`src/rtl/button_debouncer.sv`:
```
// rtl/button_debouncer.sv - synchronize, debounce and classify one push-button into press/click/long_press
module button_debouncer #(
    parameter int   CLK_FREQUENCY          = 100000000,
    parameter logic BUTTON_INPUT_LEVEL     = 1'b1,
    parameter logic CLICK_OUTPUT_LEVEL     = 1'b1,
    parameter int   CLICK_DEBOUNCE_MS      = 10,
    parameter logic PRESS_OUTPUT_LEVEL     = 1'b1,
    parameter int   LONG_PRESS_DURATION_MS = 1000
) (
    input  logic clk,
    input  logic reset,
    input  logic usr_btn,
    output logic click,
    output logic press,
    output logic long_press
);

    // Debounce window N and long-press hold time L in clock cycles, both at least one cycle
    localparam int D_RAW = CLK_FREQUENCY / 1000 * CLICK_DEBOUNCE_MS;
    localparam int N     = (D_RAW > 1) ? D_RAW : 1;
    localparam int L_RAW = CLK_FREQUENCY / 1000 * LONG_PRESS_DURATION_MS;
    localparam int L     = (L_RAW > 1) ? L_RAW : 1;
    localparam int DW    = $clog2(N + 1);
    localparam int HW    = $clog2(L + 1);

    localparam logic [DW-1:0] D_LAST = DW'(N - 1);
    localparam logic [HW-1:0] H_LAST = HW'(L - 1);
    localparam logic [HW-1:0] H_MAX  = HW'(L);

    logic          sync0;
    logic          sync1;
    logic          raw;
    logic          stable;
    logic [DW-1:0] dcnt;
    logic [HW-1:0] hcnt;

    logic accept;
    logic stable_next;
    logic rise;
    logic hold_done;

    // A new level is accepted on the N-th consecutive cycle it differs from the debounced one
    assign accept      = (raw != stable) && (dcnt == D_LAST);
    assign stable_next = accept ? raw : stable;
    assign rise        = accept && raw;
    // The hold counter is about to reach L: this is the single long-press cycle
    assign hold_done   = stable && (hcnt == H_LAST);

    // Two-flop synchronizer followed by a registered "is pressed" flag
    always_ff @(posedge clk or posedge reset) begin
        if (reset) begin
            sync0 <= ~BUTTON_INPUT_LEVEL;
            sync1 <= ~BUTTON_INPUT_LEVEL;
            raw   <= 1'b0;
        end else begin
            sync0 <= usr_btn;
            sync1 <= sync0;
            raw   <= (sync1 == BUTTON_INPUT_LEVEL);
        end
    end

    // Debounce: count consecutive differing cycles, any agreement restarts the count
    always_ff @(posedge clk or posedge reset) begin
        if (reset) begin
            stable <= 1'b0;
            dcnt   <= '0;
        end else if (raw == stable) begin
            dcnt <= '0;
        end else if (dcnt == D_LAST) begin
            stable <= raw;
            dcnt   <= '0;
        end else begin
            dcnt <= dcnt + DW'(1);
        end
    end

    // Hold counter: cleared while released, saturates at L so long_press fires once per press
    always_ff @(posedge clk or posedge reset) begin
        if (reset) begin
            hcnt <= '0;
        end else if (!stable) begin
            hcnt <= '0;
        end else if (hcnt < H_MAX) begin
            hcnt <= hcnt + HW'(1);
        end
    end

    // Output flops, updated on the same edge as the debounced state they describe
    always_ff @(posedge clk or posedge reset) begin
        if (reset) begin
            press      <= ~PRESS_OUTPUT_LEVEL;
            click      <= ~CLICK_OUTPUT_LEVEL;
            long_press <= ~CLICK_OUTPUT_LEVEL;
        end else begin
            press      <= stable_next ? PRESS_OUTPUT_LEVEL : ~PRESS_OUTPUT_LEVEL;
            click      <= rise ? CLICK_OUTPUT_LEVEL : ~CLICK_OUTPUT_LEVEL;
            long_press <= hold_done ? CLICK_OUTPUT_LEVEL : ~CLICK_OUTPUT_LEVEL;
        end
    end

endmodule

```
`config.mk`:
```
export PLATFORM = sky130hd
export DESIGN_NAME = button_debouncer
export DESIGN_NICKNAME = d
export VERILOG_FILES = /design/src/rtl/button_debouncer.sv
export SDC_FILE = /design/constraint.sdc
export NUM_CORES = 1
export LEC_CHECK = 0
export BUFFER_PORTS_ARGS = -buffer_cell sky130_fd_sc_hd__buf_2
export CAP_MARGIN = 20
export CORE_MARGIN = 4
export CORE_UTILIZATION = 39
export CTS_BUF_LIST = sky130_fd_sc_hd__clkbuf_16
export DETAILED_ROUTE_END_ITERATION = 10
export PLACE_DENSITY = 0.52
export SYNTH_ARGS = -nofsm -noshare
export SYNTH_HDL_FRONTEND = slang
export SYNTH_SLANG_ARGS = --single-unit
```
`constraint.sdc`:
```
create_clock -name clk -period 6.5 [get_ports clk]
set_clock_uncertainty 0.1 [all_clocks]
set_input_delay 0.65 -clock clk [delete_from_list [all_inputs] [get_ports clk]]
set_output_delay 0.65 -clock clk [all_outputs]
set_load 0.1 [all_outputs]
```
# After elaboration in Yosys (flattened, before gate mapping)
# Cells that the tools add are included.
# totals
elab_cells	30
regBits	54
# op_classes
reduce_logical	4
eq_ne	5
bitwise	1
magnitude_cmp	1
mux	8
addsub	2
# op_table
op	count
$mux 27	2
$mux 20	2
$add 27x1->27 const B	1
$eq 27x27->1 const B	1
$lt 27x27->1 const B	1
$add 20x1->20 const B	1
$eq 20x20->1 const B	1
$mux 1	4
$logic_and 1x1->1	3
$ne 2x1->1 const B	1
$reduce_and 2->1	1
$eq 1x1->1	1
$ne 1x1->1	1
$not 1->1	1

# Depth between registers and ports, before layout
# Gate-level depths: netlist of the first run.
# depth
word_depth	4
mapped_depth	7
depth_no_buf	5

# Worst setup path after synthesis of the first run
# No wires, ideal clock.
# synth_timing
path_type	register to register
startpoint	register hcnt[17]
endpoint	register hcnt[24]
path_stages_with_launch	8
synth_period_minus_slack_ps	2058
setup_ps	79
t_arrival_ps	1878
t_required_ps	6321
setup_slack_ps	4442
cell_sequence	dfrtp_1 -> nor4_1 -> a2bb2oi_1 -> a21o_1 -> buf_2 -> buf_2 -> nor4_1 -> mux2i_1
# synth_via
elab_chain_cells	3
elab_cells_between_ends	5
classes_between	add/sub: 1; order compare: 1; eq/ne: 1; mux: 2
# synth_rtl
element	line	rtl
from (decl)	35	logic [HW-1:0] hcnt;
from (signal assigned)	84	hcnt <= hcnt + HW'(1);
$add 27x1->27	84	
$mux 27	83	end else if (hcnt < H_MAX) begin
$mux 27	81	end else if (!stable) begin
# Parallel ways exist; a longest one is shown, timed or not. The select of a mux whose other input is x is not followed.
# A chain may end at the register's enable or synchronous reset.

# Final worst setup path of the first run
# layout_timing
startpoint	register hcnt[17]
endpoint	register hcnt[9]
# layout_via
elab_chain_cells	2
# layout_rtl
element	line
$lt 27x27->1	83
$ne 2x1->1 (no line)	n/a
# No other way between the ends.

==> results of run 1 <==
==> area by class of cell <==
type | instances | share of cell area
sequential | 54 | 0.460
multi-input combinational | 204 | 0.429
clock buffer | 5 | 0.0426
inverter | 8 | 0.0102
clock inverter | 3 | 0.00724
timing repair buffer | 7 | 0.0162
tap | 80 | 0.0341
==> stage by stage <==
stage                     power [µW]  area, µm²  hold slack [ns]  std cells  worst slack, ns
final                            617       2940            0.250        361             4.00
after global routing             643       2940            0.256        361             3.80
after CTS                        630       2920            0.252        360             3.86
after detailed placement         360       2780            0.235        352             3.88
after global placement           360       2780            0.232        352             3.93
after floorplan                  356       2710            0.231        281             4.44
==> worst max path at each step <==
stage / endpoint / slack (ns) / cells past startpoint / startpoint
3_5_place_dp: hcnt[3] / 3.88 / 5 / hcnt[18]
3_3_place_gp: hcnt[4] / 3.93 / 5 / hcnt[18]
6_report: hcnt[9] / 4.00 / 6 / hcnt[17]
5_1_grt: hcnt[7] / 3.80 / 6 / hcnt[17]
4_1_cts: hcnt[3] / 3.86 / 5 / hcnt[18]
2_1_floorplan: click / 4.44 / 1 / reset
==> flip-flops by register name, summed over array words and instances, names as in the netlist <==
signal,cells
sync0,1
long_press,1
dcnt,20
hcnt,27
press,1
raw,1
sync1,1
click,1
stable,1
==> cells by family after synthesis <==
| logic type | after synthesis | synth area share |
|---|---|---|
| and+or+nand+nor | 133 | 0.264 |
| DFF | 54 | 0.498 |
| AOI/OAI and AO/OA | 39 | 0.0895 |
| buffers and inverters | 23 | 0.0365 |
| xor gates and xnor gates | 21 | 0.0678 |
| muxes | 9 | 0.0341 |
| adders and majority gates | 2 | 0.00923 |
==> worst register-to-register path, delay by kind of cell (launching register included) <==
kind | cells | cell delay [ns]
buffers and inverters | 1 | 0.27
and+or+nand+nor | 2 | 0.88
DFF | 1 | 0.45
AOI/OAI and AO/OA | 3 | 0.71
==> where the power goes <==
part	internal, µW	total, µW	switching, µW
Sequential	338	340	1.47
Clock	143	265	122
Combinational	2.93	12.9	9.95
Total	484	617	133
==> layer usage <==
metal  wire length, µm  global-route usage
met4                80              0.0452
met5                 0                   0
met3               127              0.0249
met1              2530               0.182
met2              2380               0.206
==> placed cells by master, fill, tap and decap left out, types with 8 or more instances in the layout <==
cell     instances
nor4_1          12
nand3_1         13
nor2_1          28
nand4_1         11
nand2_1         25
xor2_1          15
o21ai_0          8
dfrtp_1         54
a21oi_1         14
or3_1            9
==> metrics.md, run 1 <==
| Metric | Value |
|---|---|
| Status | finished, final reports clean |
| Worst-skew pair later-pin latency | approximately 0.29 ns |
| VDD IR max | 0.000102 V |
| Critical path's top delay family | simple AND/OR/NAND/NOR gates |
| Area Overhead vs Synth | 8.31% |
| Final count of pins violating max slew | 0 |
| Crit path max fanout | 22 |
| Area occupied by registers | 1350 µm² |
| Via density | 5.48 |
| Post-CTS setup buffers | 0 |
| Via total after detailed routing | a little under 2000 |
| Syn Std Cell Area | 2710 µm² |
| Worst slew pin tran | 0.680 ns |
| Top cell type's share of synthesized area | 0.498 |
| Slew margin rel. | 0.547 |
| Fin. Hold Viols | 0 |
| Setup TNS | 0 ns |
| Ranking of synthesized cells by area | dfrtp_1, xor2_1, nor2_1 |
| Num ports | 6 |
| Worst Path Buf+Inv | 1 |
| HP Class | reg -> reg |
| Chip height | a little over 90 µm |
| FFs w/ async S/R, synth | 1.00 |
| Final Util | 0.435 |
| CTS-repair resized insts | 0 |
| CP Capture Type | register |
| Grt ovf | 0 |
| RSZ-0062 raised after global routing | no |
| Cell with the most instances after synthesis | dfrtp_1 |
| First-pass GRT wire length | roughly 9 mm |
| Core area | between 6000 and 7000 µm² |
| Yosys cell types | 38 |
| CP max stage cell | or4_1 |
| Pwr Density | approximately 210 nW/µm² |
| # nets final | 285 |
| Hold EP | raw |
| Cell accounting for the most synthesized area | dfrtp_1 |
| Initial DRC Count | 84 |
| WS Path Type | reg -> reg |
| Cell depth of the worst flop-to-flop path | 6 |
| WL final | between 5 and 6 mm |
| TritonCTS Buffers | 5 |
| Fmax achieved | 0.400 GHz |
| Clk sinks | 54 |
| CTS tree | yes |
| Routability cong. | 0.705 |
| Startpoint types | register |
| Register clock-pin slew on the reported worst setup and hold paths | 0.07 ns |
| Diode count | 0 |
| R2R Path Start | hcnt[17] |
| Most frequent cells after synthesis | dfrtp_1, nor2_1, nand2_1 |
| Worst R2R End | hcnt[9] |
| Effective utilization at floorplan | 0.401 |
| CTS H-Tree Depth | 2 |
| Ys Warns | 0 |
| Worst Path Required | 6.60 ns |
| Filler cells | 663 |
| Finish-stage setup viols | 0 |
| Avg Synthesized Cell Area | 9.65 µm² |
| DRC viols | 0 |
| Detailed placement HPWL | 3.19 mm |
| Initial antenna violation count | 0 |
| MaxCap Viol Count | 0 |
| Hold Path Depth | 0 |
| Syn_nets | 286 |
| Drt first pass iters | 4 |
| Fin crit period | around 2.5 ns |
| Final ANT Viol Nets | 0 |
| Synth Flop Type | dfrtp_1 |
| Die ar. | 8350 µm² |
| Setup slack, reg-to-reg | 4.00 ns |
| Synth Instances | 281 |
| Hold path start | sync1 |
| Multi-input logic area | 1260 µm² |
| Largest net degree at the start of global routing | 55 |
| Wire per inst | 14.2 µm |
| Gr usage total | 0.132 |
| Root buf cell | clkbuf_16 |
| Port Buffers | 5 |
| Layout cells sized above 1 | 0.0676 |
| Flops & latches, synth | 54 |
| Hold_buf cts | 0 |
| Pleak | 0.00117 µW |
| CP Cell Sequence | nor4_1, a2bb2oi_1, a21o_1, buf_8, or4_1, a21oi_1 |
| Number of global-route vias before repair | 1837 |
| Worst EP arrival | 2.60 ns |
| Cell Rows | 30 |
| CTS max path bufs | 2 |
| Number of flops mapped to enable cells by yosys | 0 |
| DIE WIDTH | 91.4 µm |
| Max incr delay on CP | 0.50 ns |
| Seq/Total Area, Yosys | 0.498 |
| Period utilisation layout | 0.384 |
(Power assumes the default switching activity.)
==> run 2: changes to the inputs <==
--- a/config.mk
+++ b/config.mk
@@ -11,7 +11,7 @@
 export CORE_UTILIZATION = 39
 export CTS_BUF_LIST = sky130_fd_sc_hd__clkbuf_16
 export DETAILED_ROUTE_END_ITERATION = 10
-export PLACE_DENSITY = 0.52
+export PLACE_DENSITY = 0.54
 export SYNTH_ARGS = -nofsm -noshare
 export SYNTH_HDL_FRONTEND = slang
 export SYNTH_SLANG_ARGS = --single-unit
==> constraint.sdc (replaced) <==
create_clock -name clk -period 2.2 [get_ports clk]
set_clock_uncertainty 0.1 [all_clocks]
set_input_delay 0.22 -clock clk [delete_from_list [all_inputs] [get_ports clk]]
set_output_delay 0.22 -clock clk [all_outputs]
set_load 0.1 [all_outputs]
==> metrics.md, run 2 (synthesis results as in run 1) <==
| Metric | Value |
|---|---|
| Commonest non-fill, non-tap cell in the layout | dfrtp_1 (unchanged) |
| Grt ovf | 0 (unchanged) |
| Crit path max fanout | 6 (was 22) |
| Top flop regs | hcnt x27, dcnt x20 (unchanged) |
| Chip height | 91.4 µm (unchanged) |
| Fmax achieved | 0.469 GHz (was 0.400 GHz) |
| CTS max path bufs | 2 (unchanged) |
| Inst Count DP | 366 (was 352) |
| Initial DRC Count | 112 (was 84) |
| TritonCTS Buffers | 5 (unchanged) |
| Max reg flops | 27 (unchanged) |
| Via total after detailed routing | 2086 (was 1979) |
| Worst EP arrival | 2.24 ns (was 2.60 ns) |
| Final Util | 0.466 (was 0.435) |
| Layout cells sized above 1 | 0.146 (was 0.0676) |
| DIE WIDTH | 91.4 µm (unchanged) |
| HP Class | reg -> reg (unchanged) |
| Setup TNS | 0 ns (unchanged) |
| Wire per inst | 14.3 µm (was 14.2 µm) |
| Dpl ws | 0.0476 ns (was 3.88 ns) |
| Setup ws final | 0.0662 ns (was 4.00 ns) |
| Startpoint types | register (unchanged) |
| Die ar. | 8350 µm² (unchanged) |
| Initial antenna violation count | 0 (unchanged) |
| Worst Path Required | 2.31 ns (was 6.60 ns) |
| Slew margin rel. | 0.650 (was 0.547) |
| Core area | 6760 µm² (unchanged) |
| Fin cells | 381 (was 361) |
| Final count of pins violating max slew | 0 (unchanged) |
| Hold Path Depth | 0 (unchanged) |
| Root buf cell | clkbuf_16 (unchanged) |
| CP Capture Type | register (unchanged) |
| DRC viols | 0 (unchanged) |
| Finish-stage setup viols | 0 (unchanged) |
| Num ports | 6 (unchanged) |
| # nets final | 305 (was 285) |
| Most flop-heavy register | hcnt (unchanged) |
| Worst-skew pair later-pin latency | 0.29 ns (about the same) |
| Gr usage total | 0.136 (was 0.132) |
| Most frequent cells in the layout | dfrtp_1, nor2_1, nand2_1 (unchanged) |
| Cell depth of the worst flop-to-flop path | 5 (was 6) |
| Largest net degree at the start of global routing | 55 (unchanged) |
| Worst slew pin tran | 0.521 ns (was 0.680 ns) |
| Clk sinks | 54 (unchanged) |
| Number of global-route vias before repair | 1942 (was 1837) |
| CTS tree | yes (unchanged) |
| Register clock-pin slew on the reported worst setup and hold paths | 0.07 ns (about the same) |
| MaxCap Viol Count | 0 (unchanged) |
| Effective utilization at floorplan | 0.401 (unchanged) |
| Diode count | 0 (unchanged) |
| Port Buffers | 5 (unchanged) |
| Pleak | 0.00127 µW (was 0.00117 µW) |
| Period utilisation layout | 0.970 (was 0.384) |
| Filler cells | 642 (was 663) |
| Area Overhead vs Synth | 16.0% (was 8.31%) |
| WL final | 5.45 mm (was 5.12 mm) |
| Cell Rows | 30 (unchanged) |
| Status | finished, final reports clean (unchanged) |
| Via density | 5.48 (about the same) |
| Drt first pass iters | 4 (unchanged) |
| CTS H-Tree Depth | 2 (unchanged) |
| Final ANT Viol Nets | 0 (unchanged) |
| Fin crit period | 2.13 ns (was 2.50 ns) |
| First-pass GRT wire length | 9.25 mm (was 9.00 mm) |
| Detailed placement HPWL | 3.43 mm (was 3.19 mm) |
| Fin. Hold Viols | 0 (unchanged) |
| Routability cong. | 0.830 (was 0.705) |
| VDD IR max | 0.000284 V (was 0.000102 V) |
| Pwr Density | 584 nW/µm² (was 210 nW/µm²) |
| WS Path Type | reg -> reg (unchanged) |
[run 2: cell count changes in the layout (fill, tap and decap cells not counted), sizes merged]
cell,previous run,this run
buf,7,24
clkinvlp,0,1
or3,10,11
clkinv,4,2
dlygate4sd3,0,2
inv,7,8
[run 2: per-stage QoR]
| step | hold WS, ns | power, µW | instance area, µm² |
|---|---|---|---|
| after floorplan | 0.151 | 1050 | 2710 |
| after global placement | 0.199 | 1070 | 2910 |
| after detailed placement | 0.200 | 1070 | 2910 |
| after CTS | 0.254 | 1870 | 3070 |
| after global routing | 0.262 | 1910 | 3150 |
| final | 0.251 | 1840 | 3150 |
[run 2: report_power, final]
part	switching [µW]	total (µW)	internal (µW)
Combinational	30.4	44.0	13.6
Sequential	4.51	1000	999
Clock	365	788	423
Total	400	1840	1440
[run 2: worst max-delay path, cell delays in order, from the launching register on]
cell	delay, ns
dfrtp_2	0.44
nand4_1	0.15
or2_4	0.28
or3_2	0.52
or4_1	0.42
a21oi_1	0.15
[run 2: cell type report]
type                       instances  area [µm²]  area share
sequential                        54        1350       0.430
multi-input combinational        205        1300       0.413
timing repair buffer              26         216      0.0688
clock buffer                       5         125      0.0398
tap                               80         100      0.0318
inverter                           8        30.0     0.00955
clock inverter                     3        20.0     0.00636
[run 2: metal layers]
metal | share of wire | global-route usage
met5 | 0 | 0
met4 | 0.012 | 0.0402
met3 | 0.027 | 0.0381
met2 | 0.49 | 0.220
met1 | 0.47 | 0.177
[run 2: what timing repair did]
| action | 4_1_cts | 5_1_grt |
|---|---|---|
| setup buffers | 0 | 4 |
| gates resized for setup | 0 | 10 |
| endpoints found under the setup margin | 0 | 26 |
| endpoints found under the hold margin | 55 | 0 |
| hold buffers | 2 | 0 |
[run 2: final timing paths]
| path | start | to | slack, ns |
|---|---|---|---|
| worst max-delay path | hcnt[9] | hcnt[17] | 0.07 |
| worst min-delay path | sync0 | sync1 | 0.25 |
| worst max register to register | hcnt[9] | hcnt[17] | 0.07 |
| worst min register to register | sync0 | sync1 | 0.25 |
| max in group asynchronous | reset | hcnt[8] | 1.33 |
| min in group asynchronous | reset | hcnt[23] | 0.41 |
==> run 3: changes to the inputs <==
--- a/config.mk
+++ b/config.mk
@@ -8,10 +8,10 @@
 export BUFFER_PORTS_ARGS = -buffer_cell sky130_fd_sc_hd__buf_2
 export CAP_MARGIN = 20
 export CORE_MARGIN = 4
-export CORE_UTILIZATION = 39
+export CORE_UTILIZATION = 56
 export CTS_BUF_LIST = sky130_fd_sc_hd__clkbuf_16
 export DETAILED_ROUTE_END_ITERATION = 10
-export PLACE_DENSITY = 0.54
+export PLACE_DENSITY = 0.73
 export SYNTH_ARGS = -nofsm -noshare
 export SYNTH_HDL_FRONTEND = slang
 export SYNTH_SLANG_ARGS = --single-unit
==> metrics.md, run 3 (synthesis results as in run 1) <==
| Metric | Value |
|---|---|
| Worst EP arrival | 2.25 ns (was 2.24 ns) |
| CP Capture Type | register (unchanged) |
| First-pass GRT wire length | 9.07 mm (was 9.25 mm) |
| Core area | 4690 µm² (was 6760 µm²) |
| Detailed placement HPWL | 3.36 mm (was 3.43 mm) |
| Register clock-pin slew on the reported worst setup and hold paths | 0.07 ns (about the same) |
| Cell Rows | 25 (was 30) |
| Most flop-heavy register | hcnt (unchanged) |
| Area Overhead vs Synth | 13.9% (was 16.0%) |
| Cell depth of the worst flop-to-flop path | 6 (was 5) |
| Pleak | 0.00126 µW (was 0.00127 µW) |
| Gr usage total | 0.186 (was 0.136) |
| R2R Path Start | hcnt[9] (unchanged) |
| WL final | 5.31 mm (was 5.45 mm) |
| VDD IR max | 0.000436 V (was 0.000284 V) |
| Worst Path Required | 2.30 ns (was 2.31 ns) |
| Period utilisation layout | 0.976 (was 0.970) |
| Status | finished, final reports clean (unchanged) |
| Via total after detailed routing | 2112 (was 2086) |
| MaxCap Viol Count | 0 (unchanged) |
| Fmax achieved | 0.466 GHz (was 0.469 GHz) |
| Wire per inst | 15.1 µm (was 14.3 µm) |
| Worst slew pin tran | 0.661 ns (was 0.521 ns) |
| Num ports | 6 (unchanged) |
| Setup slack, reg-to-reg | 0.05 ns (was 0.07 ns) |
| Worst R2R End | hcnt[20] (was hcnt[17]) |
| Initial antenna violation count | 0 (unchanged) |
| DRC viols | 0 (unchanged) |
| Chip height | 77.6 µm (was 91.4 µm) |
| Inst Count DP | 339 (was 366) |
| Routability cong. | 0.814 (was 0.830) |
| TritonCTS Buffers | 5 (unchanged) |
| Die ar. | 6020 µm² (was 8350 µm²) |
| Startpoint types | register (unchanged) |
| CTS tree | yes (unchanged) |
| Grt ovf | 0 (unchanged) |
| Top flop regs | hcnt x27, dcnt x20 (unchanged) |
| CTS H-Tree Depth | 2 (unchanged) |
| Number of global-route vias before repair | 2053 (was 1942) |
| Via density | 6.00 (was 5.48) |
| Effective utilization at floorplan | 0.578 (was 0.401) |
| Root buf cell | clkbuf_16 (unchanged) |
| Diode count | 0 (unchanged) |
| DIE WIDTH | 77.6 µm (was 91.4 µm) |
| Fin. Hold Viols | 0 (unchanged) |
| Worst-skew pair later-pin latency | 0.29 ns (about the same) |
| Crit path max fanout | 11 (was 6) |
| Drt first pass iters | 4 (unchanged) |
| Initial DRC Count | 179 (was 112) |
| Most frequent cells in the layout | dfrtp_1, nor2_1, nand2_1 (unchanged) |
| CTS max path bufs | 2 (unchanged) |
| Fin cells | 352 (was 381) |
| Final Util | 0.658 (was 0.466) |
| Final count of pins violating max slew | 0 (unchanged) |
| RSZ-0062 raised after global routing | yes |
| Pwr Density | 591 nW/µm² (was 584 nW/µm²) |
| Layout cells sized above 1 | 0.134 (was 0.146) |
| Clk sinks | 54 (unchanged) |
| WS Path Type | reg -> reg (unchanged) |
| Pwr Total | 1820 µW (was 1840 µW) |
| Final ANT Viol Nets | 0 (unchanged) |
| Filler cells | 376 (was 642) |
| HP Class | in -> async (was reg -> reg) |
| Largest net degree at the start of global routing | 55 (unchanged) |
| Slew margin rel. | 0.559 (was 0.650) |
| Worst Hold Slack | 0.00103 ns (was 0.251 ns) |
| Fin crit period | 2.15 ns (was 2.13 ns) |
| Commonest non-fill, non-tap cell in the layout | dfrtp_1 (unchanged) |
| Finish-stage setup viols | 0 (unchanged) |
| Max reg flops | 27 (unchanged) |
| Port Buffers | 5 (unchanged) |
| # nets final | 302 (was 305) |
## run 3: cell count changes in the layout (fill, tap and decap cells not counted), sizes merged
| cell | previous run | this run |
|---|---|---|
| buf | 24 | 22 |
| or3 | 11 | 10 |
| dlygate4sd3 | 2 | 1 |
| clkbuf | 5 | 6 |
## run 3: worst max-delay path, cell delays in order (launching register included)
cell and delay (ns):
dfrtp_2 0.45, nor4_4 0.34, a2bb2oi_2 0.10, a21o_1 0.24
buf_4 0.19, or4_1 0.47, a21oi_1 0.15
## run 3: area by class of cell
type                    instances  area (µm²)  share of cell area
clock buffers                   5         125              0.0405
clock inverters                 3        20.0             0.00648
inverters                       8        30.0             0.00972
multi-input cells             204        1290               0.419
flip-flops and latches         54        1350               0.438
well taps                      54        67.6              0.0219
repair buffers                 24         200              0.0648
## run 3: repair_timing
| action | CTS | global route |
|---|---|---|
| setup buffers | 0 | 3 |
| hold buffers | 1 | 0 |
| setup endpoints to repair | 6 | 7 |
| resized for setup | 1 | 5 |
| cloned | 0 | 1 |
| hold endpoints to repair | 1 | 0 |
| pin swaps | 0 | 3 |
## run 3: power by group
part / switching, µW / total, µW / internal, µW
Sequential: 4.57 / 1000 / 999
Clock: 358 / 781 / 422
Combinational: 29.4 / 39.3 / 9.87
## run 3: how the worst max path moves through the flow
stage / startpoint / slack, ns / endpoint / depth (start not counted)
global placement: hcnt[12] / 0.11 / hcnt[12] / 6
detailed placement: hcnt[12] / -0.03 / hcnt[12] / 6
CTS: hcnt[12] / 0.05 / hcnt[9] / 6
finish: hcnt[9] / 0.05 / hcnt[20] / 6
floorplan: hcnt[17] / 0.14 / hcnt[24] / 7
global route: hcnt[9] / -0.08 / hcnt[9] / 6
## run 3: per-layer routing
layer | part of all wire | global-route usage | vias to the layer above
li1 | - | - | 1038
met1 | 0.44 | 0.228 | 1035
met2 | 0.52 | 0.322 | 35
met3 | 0.033 | 0.0499 | 4
met4 | 0.0075 | 0.0498 | 0
met5 | 0 | 0 | -
## run 3: through the flow
stage               area [µm²]  worst slack, ns  setup TNS, ns
floorplan                 2710            0.142              0
global placement          2850            0.106              0
detailed placement        2850          -0.0283        -0.0505
CTS                       3010           0.0465              0
global route              3090          -0.0753         -0.205
finish                    3090           0.0529              0
